**src/rtl/din_debounce_pkg.sv**
```systemverilog
// -----------------------------------------------------------------------------
// din_debounce_pkg
//   Shared definitions for the din_debounce input conditioning block and its
//   synchroniser sub-module.
//
//   Contents:
//     state_t             - debounce FSM state encoding
//     DEF_SYNC_STAGES     - default synchroniser depth
//     DEF_STABLE_CYCLES   - default number of stable samples to accept a change
//     DEF_CNT_W           - default stability counter width
// -----------------------------------------------------------------------------
package din_debounce_pkg;

  // Debounce FSM states. The encoding is fixed so that external checkers and
  // waveform viewers can decode the state without reference to the RTL.
  typedef enum logic [1:0] {
    S_LOW    = 2'd0,  // settled low, q = 0
    S_PEND_H = 2'd1,  // saw a 1 at the synchroniser output, counting
    S_HIGH   = 2'd2,  // settled high, q = 1
    S_PEND_L = 2'd3   // saw a 0 at the synchroniser output, counting
  } state_t;

  localparam int DEF_SYNC_STAGES   = 2;
  localparam int DEF_STABLE_CYCLES = 4;
  localparam int DEF_CNT_W         = 3;

endpackage : din_debounce_pkg

```
**src/rtl/sync_chain.sv**
```systemverilog
// -----------------------------------------------------------------------------
// sync_chain
//   Multi-flop metastability synchroniser for a single asynchronous level.
//   Intended to be reused by any asynchronous input entering the clk domain.
//
//   Parameters:
//     SYNC_STAGES  - number of flops in the chain (minimum 2)
//
//   Ports:
//     clk      in   system clock, rising edge
//     rst      in   asynchronous active-high reset, clears every stage to 0
//     d_async  in   raw asynchronous level
//     d_sync   out  synchronised level (last stage of the chain)
// -----------------------------------------------------------------------------
module sync_chain
  import din_debounce_pkg::*;
#(
  parameter int SYNC_STAGES = DEF_SYNC_STAGES
) (
  input  logic clk,
  input  logic rst,
  input  logic d_async,
  output logic d_sync
);

  // A single flop gives no metastability protection at all.
  if (SYNC_STAGES < 2) begin : g_bad_depth
    $error("sync_chain: SYNC_STAGES must be at least 2");
  end

  // stages[0] is the first flop to capture d_async; stages[SYNC_STAGES-1]
  // is the settled output.
  logic [SYNC_STAGES-1:0] stages;

  always_ff @(posedge clk or posedge rst) begin
    if (rst) begin
      stages <= '0;
    end else begin
      stages <= {stages[SYNC_STAGES-2:0], d_async};
    end
  end

  assign d_sync = stages[SYNC_STAGES-1];

endmodule : sync_chain

```
**src/rtl/din_debounce.sv**
```systemverilog
// -----------------------------------------------------------------------------
// din_debounce
//   Conditions a raw, possibly bouncing asynchronous level into a clean
//   registered level for the clk domain. The level is first synchronised,
//   then any change must be seen for STABLE_CYCLES consecutive synchronised
//   samples before it is accepted. Accepted changes update q and emit a
//   single-cycle rise or fall strobe on the same edge.
//
//   Parameters:
//     SYNC_STAGES    - synchroniser depth (minimum 2)
//     STABLE_CYCLES  - consecutive samples needed to accept a change (min 2)
//     CNT_W          - stability counter width, 2**CNT_W > STABLE_CYCLES
//
//   Ports:
//     clk     in   system clock, all state updates on the rising edge
//     rst     in   asynchronous active-high reset
//     din     in   raw asynchronous input level
//     q       out  debounced registered level
//     rise    out  one-cycle pulse on the edge q goes 0->1
//     fall    out  one-cycle pulse on the edge q goes 1->0
//     toggle  out  inverts on every rise (only with DIN_DEBOUNCE_TOGGLE_EN)
//
//   Build option:
//     DIN_DEBOUNCE_TOGGLE_EN - adds the toggle output and its register,
//                              giving push-on/push-off behaviour.
//
//   Latency: with din held at a new level from edge N, q and the strobe
//   update on edge N + SYNC_STAGES + STABLE_CYCLES - 1.
// -----------------------------------------------------------------------------
module din_debounce
  import din_debounce_pkg::*;
#(
  parameter int SYNC_STAGES   = DEF_SYNC_STAGES,
  parameter int STABLE_CYCLES = DEF_STABLE_CYCLES,
  parameter int CNT_W         = DEF_CNT_W
) (
  input  logic clk,
  input  logic rst,
  input  logic din,
  output logic q,
  output logic rise,
`ifdef DIN_DEBOUNCE_TOGGLE_EN
  output logic fall,
  output logic toggle
`else
  output logic fall
`endif
);

  // ---------------------------------------------------------------------------
  // Elaboration-time parameter sanity
  // ---------------------------------------------------------------------------
  if (STABLE_CYCLES < 2) begin : g_bad_stable
    $error("din_debounce: STABLE_CYCLES must be at least 2");
  end
  if ((2 ** CNT_W) <= STABLE_CYCLES) begin : g_bad_cnt_w
    $error("din_debounce: CNT_W too narrow for STABLE_CYCLES");
  end

  // The counter holds the number of consecutive new-level samples seen so
  // far; the sample that would make it STABLE_CYCLES is the accepting one,
  // so the compare value is one less than the required count.
  localparam logic [CNT_W-1:0] CNT_ONE  = CNT_W'(1);
  localparam logic [CNT_W-1:0] CNT_LAST = CNT_W'(STABLE_CYCLES - 1);

  // ---------------------------------------------------------------------------
  // Synchroniser
  // ---------------------------------------------------------------------------
  logic s;

  sync_chain #(
    .SYNC_STAGES (SYNC_STAGES)
  ) u_sync (
    .clk     (clk),
    .rst     (rst),
    .d_async (din),
    .d_sync  (s)
  );

  // ---------------------------------------------------------------------------
  // Debounce FSM
  //   state   - current FSM state, kept as a named signal for probing
  //   cnt     - consecutive samples at the pending level
  // ---------------------------------------------------------------------------
  state_t           state;
  state_t           state_nx;
  logic [CNT_W-1:0] cnt;
  logic [CNT_W-1:0] cnt_nx;

  logic             q_nx;
  logic             rise_nx;
  logic             fall_nx;
  logic             accept_h;
  logic             accept_l;

  // State register, counter and registered outputs.
  always_ff @(posedge clk or posedge rst) begin
    if (rst) begin
      state <= S_LOW;
      cnt   <= '0;
      q     <= 1'b0;
      rise  <= 1'b0;
      fall  <= 1'b0;
    end else begin
      state <= state_nx;
      cnt   <= cnt_nx;
      q     <= q_nx;
      rise  <= rise_nx;
      fall  <= fall_nx;
    end
  end

  // Acceptance happens on the sample that completes a run of STABLE_CYCLES
  // at the new level; shared by next-state and output logic.
  assign accept_h = (state == S_PEND_H) && s  && (cnt == CNT_LAST);
  assign accept_l = (state == S_PEND_L) && !s && (cnt == CNT_LAST);

  // Next-state logic.
  always_comb begin
    state_nx = state;
    cnt_nx   = cnt;
    case (state)
      S_LOW: begin
        if (s) begin
          state_nx = S_PEND_H;
          cnt_nx   = CNT_ONE;
        end else begin
          cnt_nx   = '0;
        end
      end

      S_PEND_H: begin
        if (!s) begin
          // Level fell back before it was stable: glitch, drop it.
          state_nx = S_LOW;
          cnt_nx   = '0;
        end else if (accept_h) begin
          state_nx = S_HIGH;
          cnt_nx   = '0;
        end else begin
          cnt_nx   = cnt + CNT_ONE;
        end
      end

      S_HIGH: begin
        if (!s) begin
          state_nx = S_PEND_L;
          cnt_nx   = CNT_ONE;
        end else begin
          cnt_nx   = '0;
        end
      end

      S_PEND_L: begin
        if (s) begin
          state_nx = S_HIGH;
          cnt_nx   = '0;
        end else if (accept_l) begin
          state_nx = S_LOW;
          cnt_nx   = '0;
        end else begin
          cnt_nx   = cnt + CNT_ONE;
        end
      end

      // Unreachable with the 2-bit encoding, but an upset state register
      // must still land somewhere safe.
      default: begin
        state_nx = S_LOW;
        cnt_nx   = '0;
      end
    endcase
  end

  // Output logic: next values for the registered outputs. q follows the
  // settled state and only moves on an accepting sample.
  always_comb begin
    q_nx    = 1'b0;
    rise_nx = 1'b0;
    fall_nx = 1'b0;
    case (state)
      S_LOW: begin
        q_nx = 1'b0;
      end
      S_PEND_H: begin
        q_nx    = accept_h;
        rise_nx = accept_h;
      end
      S_HIGH: begin
        q_nx = 1'b1;
      end
      S_PEND_L: begin
        q_nx    = !accept_l;
        fall_nx = accept_l;
      end
      default: begin
        q_nx = 1'b0;
      end
    endcase
  end

`ifdef DIN_DEBOUNCE_TOGGLE_EN
  // ---------------------------------------------------------------------------
  // Toggle latch: flips on the same edge that registers a rise strobe.
  // ---------------------------------------------------------------------------
  always_ff @(posedge clk or posedge rst) begin
    if (rst) begin
      toggle <= 1'b0;
    end else if (rise_nx) begin
      toggle <= !toggle;
    end
  end
`endif

endmodule : din_debounce
```
**config.mk**
```make
export PLATFORM = sky130hd
export DESIGN_NAME = din_debounce
export DESIGN_NICKNAME = d
export VERILOG_FILES = /design/src/rtl/din_debounce_pkg.sv /design/src/rtl/sync_chain.sv /design/src/rtl/din_debounce.sv
export SDC_FILE = /design/constraint.sdc
export NUM_CORES = 1
export LEC_CHECK = 0
export ABC_AREA = 1
export CORE_AREA = 2 2 39 41
export CTS_CLUSTER_DIAMETER = 200
export DETAILED_ROUTE_END_ITERATION = 6
export DIE_AREA = 0 0 41 43
export PLACE_DENSITY = 0.49
export SLEW_MARGIN = 5
export SYNTH_ARGS = -nofsm -noshare
export SYNTH_HDL_FRONTEND = slang
export SYNTH_SLANG_ARGS = --single-unit
```
**constraint.sdc**
```tcl
create_clock -name clk -period 1.6 [get_ports clk]
set_input_delay 0.32 -clock clk [delete_from_list [all_inputs] [get_ports clk]]
set_output_delay 0.32 -clock clk [all_outputs]
set_load 0.05 [all_outputs]
```
# ---- Word level (Yosys, flattened, before mapping)
# Index checks and enable logic that the tools add are counted.
dict set report word_totals {
  register_bits 10
  latch_bits 0
  ramBits 0
  rom_bits 0
  word_cells 40
  mem_count 0
}
dict set report op_classes {
  add_sub_neg 1
  n_mul 0
  n_div 0
  order_cmp 0
  n_eq_ne 8
  shifts 0
  n_mux 17
  bitwise_logic 0
  n_reduce_logical 8
}
# cell count
set ops {}
lappend ops {{2-to-1 mux 2 bit} 6}
lappend ops {{2-to-1 mux 3 bit} 4}
lappend ops {{case mux 3 bit (4 select lines)} 1}
lappend ops {{case mux 2 bit (4 select lines)} 1}
lappend ops {{equality test 2 bit (second input constant)} 2}
lappend ops {{logical AND 1 bit} 4}
lappend ops {{2-to-1 mux 1 bit} 4}
lappend ops {{case mux 1 bit (4 select lines)} 1}
lappend ops {{AND reduction 4 bit} 1}
lappend ops {{adder 3 x 1 -> 3 bit (second input constant)} 1}
lappend ops {{equality test 3 x 2 -> 1 bit (second input constant)} 1}
lappend ops {{inequality test 3 x 2 -> 1 bit (second input constant)} 1}
lappend ops {{inequality test 3 bit (second input constant)} 1}
lappend ops {{equality test 2 x 1 -> 1 bit (second input constant)} 1}
lappend ops {{logical NOT 1 bit} 2}
lappend ops {{logical NOT 2 bit} 1}
lappend ops {{inequality test 2 x 1 -> 1 bit (second input constant)} 1}
lappend ops {{inequality test 2 bit (second input constant)} 1}

# ---- Depth between registers and ports, before layout
# Gate-level depths: netlist of the first run.
dict set report depth {
  word_depth 6
  ltp_mapped 5
  mapped_depth_nobuf 5
}

# ---- Modules after synthesis
# Synthesis of the first run repeated with hierarchy kept, for this count alone.
dict set report hier_totals {
  hier_cells 37
  hier_area_um2 385.4
}
# mod instances cells_per_inst area_each_um2
set by_module_without_submodules {}
lappend by_module_without_submodules {din_debounce 1 34 331.6}
lappend by_module_without_submodules {sync_chain 1 3 53.8}

# ---- Least setup slack after synthesis of the first run
# Ideal clock, no wire load.
dict set report synth_path {
  kind {register -> register}
  startpoint {reg cnt[0]}
  endpoint {reg with a tool-made name}
  arrival_time_ps 998
  required_time_ps 1517
  slack_ps 519
  path_stages_with_launch 6
  n_path_buf 0
  path_cell_list {dfrtp_1 ha_1 ha_1 nand2_1 nand2_1 o21ai_0}
}
# element line_no
set synth_lines {}
lappend synth_lines {{start: declaration} din_debounce.sv:87} ;# logic [CNT_W-1:0] cnt;
lappend synth_lines {{start signal: assignment} din_debounce.sv:106} ;# cnt <= cnt_nx;

# ---- Worst setup path in the final report of the first run
dict set report layout_path {
  startpoint {reg cnt[0]}
  endpoint {reg cnt[2]}
}
dict set report layout_via {
  elab_chain_cells 5
}
# element line_no
set layout_lines {}
lappend layout_lines {{branches (longest 4 deep; another with adder 3 x 1 -> 3 bit)} --}
lappend layout_lines {{case mux 3 bit (4 select lines) (*)} din_debounce.sv:122} ;# case (state)
lappend layout_lines {{net cnt_nx[2]} din_debounce.sv:88} ;# logic [CNT_W-1:0] cnt_nx;
# Mark *: on every way through the listed nets, which the timed path passes.
# A chain may end at the register's enable or synchronous reset.

==> reports/results.ini, run 1 <==
[setup_path]
worstPathCellList = ha_1 -> ha_1 -> nor2_1 -> nand3_1 -> nor2_1
regToRegStartpoint = cnt[0]$_DFF_PP0_
path_class = flip-flop to flip-flop
cp-start-kind = flip-flop
cp.required_ps = 1800
worstPathMaxFanout = 4
rr_worst_depth = 5
worstSetupEndpointType = flip-flop
worst_path_max_delay_cell = dfrtp_1
slowest_delay_ps = 390
rrSetupSlack_ps = 410
r2r_end = cnt[2]$_DFF_PP0_
cp.arrival_ps = 1390

[timing]
period_share_pct = 74.6
rsz0062_at_grt = no
hold_violations = 0
tightestPinTransition_ps = 365
final.setup.tns_ps = 0
drv_slew = 0
setup_ws_ps = 406
setup-violations-final = 0
maxSlewHeadroom_pct = 75.6
period_minus_slack_ps = 1190
skew_ps = 0.518
max_freq_ghz = 0.837

[synthesis]
ys_types = 10
synth_cells = 35
avgSynthCellArea_um2 = 10.5
synth_area_um2 = 369
ys_ff_latch = 10
syn_nets = 40
yosysWarnings = 0
yosysSeqAreaShare_pct = 67.8

[pwr]
seqPwrFrac_pct = 43.9
ir_worst_vdd_v = 0.000568
power_switching_mw = 0.281
power.share.combinational_pct = 28.6
leakage_nw = 0.243
p_sw_share_pct = 34.2
clock_power_share_pct = 27.5
intPower_mw = 0.540
power.density_nw_per_um2 = 1750

[clock_network]
insertion_delay_ps = 270
cts_buffer_depth = 2
hold_buffers = 0
clkSinkCount = 10
htree_levels = 1
clockRootBuffer = clkbuf_4
ctsResizeCount = 0
cts_buffers = 3
path_clk_slew_ps = 60
cts_tree = done
post_cts_buffers = 0

[floorplanning]
num_rows = 14
dieArea_um2 = 1760
die_h_um = 43
initial_utilization_pct = 26.7
core_area_um2 = 1380
io_pins = 6
chipWidth_um = 41

[detailed_routing]
routed_wl_um = 545
initialDrtViolationCount = 1
drt_first_pass_iters = 2
vias_per_cell = 4.13
drtAntennaViolNets = 0
vias = 248
wl_per_cell_um = 9.08
route.detailed.drc = 0

[global_routing]
grt_max_degree = 11
antenna_found_initial = 0
grt_pass1_vias = 259
track_usage_pct = 8.14
overflow = 0
grt_pass1_wl_um = 869

[placement]
place_ws_ps = 416
numPortBuffers = 5
dp_hpwl_um = 403
gp_congestion = 0.759

[finish]
layout.nets = 50
area_growth_pct = 26.8
drive_gt1_share_pct = 18.2
antenna_cells = 0

[outcome]
status = complete, no violations

[hold_path]
hold_class = input pin to async pin

[job]
drv_cap = 0

[synth_stat cells]
| cell | number | area, um2 |
|---|---|---|
| o21ai_0 | 2 | 10.0 |
| nand3_1 | 1 | 5.00 |
| nor2_1 | 6 | 22.5 |
| inv_2 | 1 | 3.75 |
| ha_1 | 2 | 25.0 |
| nor3_1 | 2 | 10.0 |
| a21oi_1 | 1 | 5.00 |
| nand2_1 | 5 | 18.8 |
| dfrtp_1 | 10 | 250 |
| inv_1 | 5 | 18.8 |
[state kept, by name (all words and copies together), names as in the netlist, named ones only]
signal and flops:
u_sync.stages 2, cnt 3, fall 1, rise 1, q 1, state 1
[worst max-delay path: cells and delay by family, from the launching register on]
kind          cells  cell delay, ps
flops             1             390
simple gates      3             320
fa+ha+maj         2             420
[stage by stage]
| step | area (um2) | util [%] | power [mW] | hold slack (ps) | instances |
|---|---|---|---|---|---|
| 3_3_place_gp | 432 | 31.2 | 0.590 | 337 | 56 |
| 5_1_grt | 468 | 33.8 | 0.882 | 360 | 60 |
| 3_5_place_dp | 432 | 31.2 | 0.600 | 342 | 56 |
| 4_1_cts | 468 | 33.8 | 0.827 | 333 | 60 |
| 2_1_floorplan | 369 | - | 0.538 | 160 | 35 |
| 6_report | 468 | 33.8 | 0.821 | 315 | 60 |
[metal layers]
layer | wire length (um) | part of all wire, % | global-route usage (%) | vias to the layer above
met1 | 237 | 43 | 6.71 | 110
met4 | 24 | 4.4 | 10.0 | 0
met3 | 41 | 7.5 | 3.14 | 3
met5 | 0 | 0 | 0 | -
li1 | - | - | - | 126
met2 | 242 | 44 | 12.2 | 9
[cell families (layout without fill, tap and decap cells)]
| family | count (synthesis) | in the layout | share of synthesized area (%) |
|---|---|---|---|
| AOI/OAI and AO/OA | 3 | 3 | 4.07 |
| adders and majority gates | 2 | 2 | 6.78 |
| buffers and inverters | 6 | 15 | 6.10 |
| DFF | 10 | 10 | 67.8 |
| and+or+nand+nor | 14 | 14 | 15.3 |
[cell type report]
class	instances	area [um2]
fill	140	916
sequential	10	250
multi-input combinational	19	96.3
timing repair buffer	5	42.5
clock buffer	4	36.3
inverter	6	22.5
tap	16	20.0
[power by group through the flow]
stage / clock network [mW] / logic, mW / registers, mW
after floorplan: 0 / 0.129 / 0.409
after global placement: 0 / 0.230 / 0.359
after detailed placement: 0 / 0.237 / 0.363
after CTS: 0.229 / 0.238 / 0.360
after global routing: 0.243 / 0.275 / 0.365
final: 0.226 / 0.235 / 0.360
[layout by cell type, fill, tap and decap left out, drive strengths merged]
master and n:
inv 6, nand3 1, clkbuf 4, clkdlybuf4s50 2
ha 2, buf 3, o21ai 2, nand2 5
nor2 6, a21oi 1, nor3 2, dfrtp 10
[worst max-delay path by stage]
stage,startpoint,to,slack [ps],depth (start not counted)
final,cnt[0]$_DFF_PP0_,cnt[2]$_DFF_PP0_,410,5
after global routing,cnt[0]$_DFF_PP0_,cnt[1]$_DFF_PP0_,290,5
after CTS,cnt[0]$_DFF_PP0_,cnt[2]$_DFF_PP0_,400,5
after detailed placement,cnt[0]$_DFF_PP0_,cnt[2]$_DFF_PP0_,420,5
after global placement,cnt[0]$_DFF_PP0_,flip-flop,450,5
after floorplan,cnt[0]$_DFF_PP0_,flip-flop,520,5
(Power assumes the default switching activity.)
==> inputs of run 2 (changes only) <==
--- a/config.mk
+++ b/config.mk
@@ -10,7 +10,7 @@
 export CTS_CLUSTER_DIAMETER = 200
 export DETAILED_ROUTE_END_ITERATION = 6
 export DIE_AREA = 0 0 41 43
-export PLACE_DENSITY = 0.49
+export PLACE_DENSITY = 0.51
 export SLEW_MARGIN = 5
 export SYNTH_ARGS = -nofsm -noshare
 export SYNTH_HDL_FRONTEND = slang
==> constraint.sdc (replaced) <==
create_clock -name clk -period 1.05 [get_ports clk]
set_input_delay 0.21 -clock clk [delete_from_list [all_inputs] [get_ports clk]]
set_output_delay 0.21 -clock clk [all_outputs]
set_load 0.05 [all_outputs]
==> reports/results.ini, run 2 (synthesis results as in run 1) <==
[timing]
rsz0062_at_grt = yes
drv_slew = 0  ; unchanged
max_freq_ghz = 0.934  ; +12%
skew_ps = 3.56  ; +3.04 ps
period_minus_slack_ps = 1070  ; -123 ps
hold_violations = 0  ; unchanged
tightestPinTransition_ps = 363  ; -2.39 ps
maxSlewHeadroom_pct = 75.8  ; +0.16 points
period_share_pct = 102  ; +27 points
setup-violations-final = 4  ; +4
setup_ws_ps = -20.8  ; -427 ps

[pwr]
power.density_nw_per_um2 = 2480  ; +42%
ir_worst_vdd_v = 0.000916  ; +61%
power_mw = 1.39  ; +69%
leakage_nw = 0.266  ; +9.8%

[detailed_routing]
met3_length_um = 27  ; -34%
wl_per_cell_um = 8.63  ; -5.0%
vias_per_cell = 4.18  ; +1.2%
routed_wl_um = 518  ; -5.0%
drtAntennaViolNets = 0  ; unchanged
top_layer = met3
vias = 251  ; +1.2%
route.detailed.drc = 0  ; unchanged
drt_first_pass_iters = 2  ; unchanged
wl_met2_um = 269  ; +11%
met1_length_um = 222  ; -6.3%
initialDrtViolationCount = 1  ; unchanged

[setup_path]
cp-start-kind = flip-flop
worstPathMaxFanout = 4  ; unchanged
critPathBufInv = 1  ; +1
path_class = flip-flop to flip-flop
rrSetupSlack_ps = -20  ; -430 ps
slowest_delay_ps = 380  ; about the same
worstPathCellList = ha_2 -> ha_4 -> buf_4 -> a21oi_2
worstSetupEndpointType = flip-flop
cp.arrival_ps = 1260  ; -130 ps
worst_path_max_delay_cell = dfrtp_1
critPathTopFamily = flip-flops
cp.required_ps = 1240  ; -560 ps

[clock_network]
insertion_delay_ps = 260  ; about the same
clkSinkCount = 10  ; unchanged
cts_buffer_depth = 2  ; unchanged
cts_tree = done
hold_buffers = 0  ; unchanged
path_clk_slew_ps = 60  ; about the same
clockRootBuffer = clkbuf_4
htree_levels = 1  ; unchanged
cts_buffers = 3  ; unchanged

[finish]
regMostFlops = cnt
final_common_cell = dfrtp_1
antenna_cells = 0  ; unchanged
area_growth_pct = 51.2
top_regs = cnt: 3 flops, u_sync.stages: 2 flops
utilization_pct = 40.3  ; +6.5 points
largest_register_ffs = 3  ; unchanged
layout.nets = 51  ; +2.0%
layout_common_cells = dfrtp_1 (10), inv_1 (5), nor2_1 (5)
drive_gt1_share_pct = 40.9  ; +23 points

[global_routing]
grt_max_degree = 11  ; unchanged
track_usage_pct = 8.45  ; +0.31 points
antenna_found_initial = 0  ; unchanged
grt_pass1_wl_um = 959  ; +10%
overflow = 0  ; unchanged
grt_pass1_vias = 259  ; unchanged

[floorplanning]
chipWidth_um = 41  ; unchanged
dieArea_um2 = 1760  ; unchanged
die_h_um = 43  ; unchanged
num_rows = 14  ; unchanged
core_area_um2 = 1380  ; unchanged
initial_utilization_pct = 26.7  ; unchanged
io_pins = 6  ; unchanged

[outcome]
status = finished, violations left
violations = negative setup slack

[placement]
numPortBuffers = 5  ; unchanged
gp_congestion = 0.720  ; -5.2%
dp_hpwl_um = 359  ; -11%

[hold_path]
hold_class = input pin to async pin

[job]
drv_cap = 0  ; unchanged

==> run 2: cell types whose count changed in the layout (fill, tap and decap cells not counted), sizes merged <==
cell,change
buf,+1
clkbuf,-1
==> run 2: cell type report <==
type,count,area (um2)
clock buffers,3,22.5
fillers,140,826
inverters,6,22.5
multi-input cells,19,155
flip-flops and latches,10,250
well taps,16,20.0
repair buffers,6,87.6
==> run 2: path summary, 6_finish.rpt <==
| path | start | to | cells after the start |
|---|---|---|---|
| setup / recovery | cnt[0]$_DFF_PP0_ | state[0]$_DFFE_PP0P_ | 4 |
| hold / removal | rst | u_sync.stages[1]$_DFF_PP0_ | 2 |
| setup reg to reg | cnt[0]$_DFF_PP0_ | state[0]$_DFFE_PP0P_ | 4 |
| hold reg to reg | u_sync.stages[0]$_DFF_PP0_ | u_sync.stages[1]$_DFF_PP0_ | 0 |
| max in group asynchronous | rst | rise$_DFF_PP0_ | 2 |
| min in group clk | u_sync.stages[0]$_DFF_PP0_ | u_sync.stages[1]$_DFF_PP0_ | 0 |
==> run 2: where the power goes <==
part           internal, mW  switching (mW)
clock                 0.132           0.116
sequential            0.491          0.0931
combinational         0.261           0.293
==> run 2: through the flow <==
stage / cells / setup TNS, ps / instance area (um2) / hold slack (ps) / setup WS, ps
after floorplan: 35 / 0 / 377 / 50.2 / 18.2
after global routing: 60 / -416 / 558 / 272 / -78.3
final: 60 / -60.3 / 558 / 219 / -20.8
after detailed placement: 56 / -193 / 477 / 340 / -63.5
after CTS: 60 / -111 / 517 / 227 / -49.5
after global placement: 56 / -136 / 477 / 336 / -54.8
==> run 2: routing by layer <==
layer	vias up	GRT usage (%)
met4	0	6.00
met1	118	10.8
met3	0	3.14
li1	126	-
met2	7	11.3
met5	-	0
==> run 2: what timing repair did <==
item / CTS / global route
buffers inserted: 1 / 0
gates resized for setup: 1 / 12
setup endpoints to repair: 5 / 8
cloned: 0 / 0
pin swaps: 4 / 4
==> run 2: worst reg2reg max path, cell delays in order (launching register included) <==
cell,delay [ps]
dfrtp_1,380
ha_2,200
ha_4,180
buf_4,140
a21oi_2,110
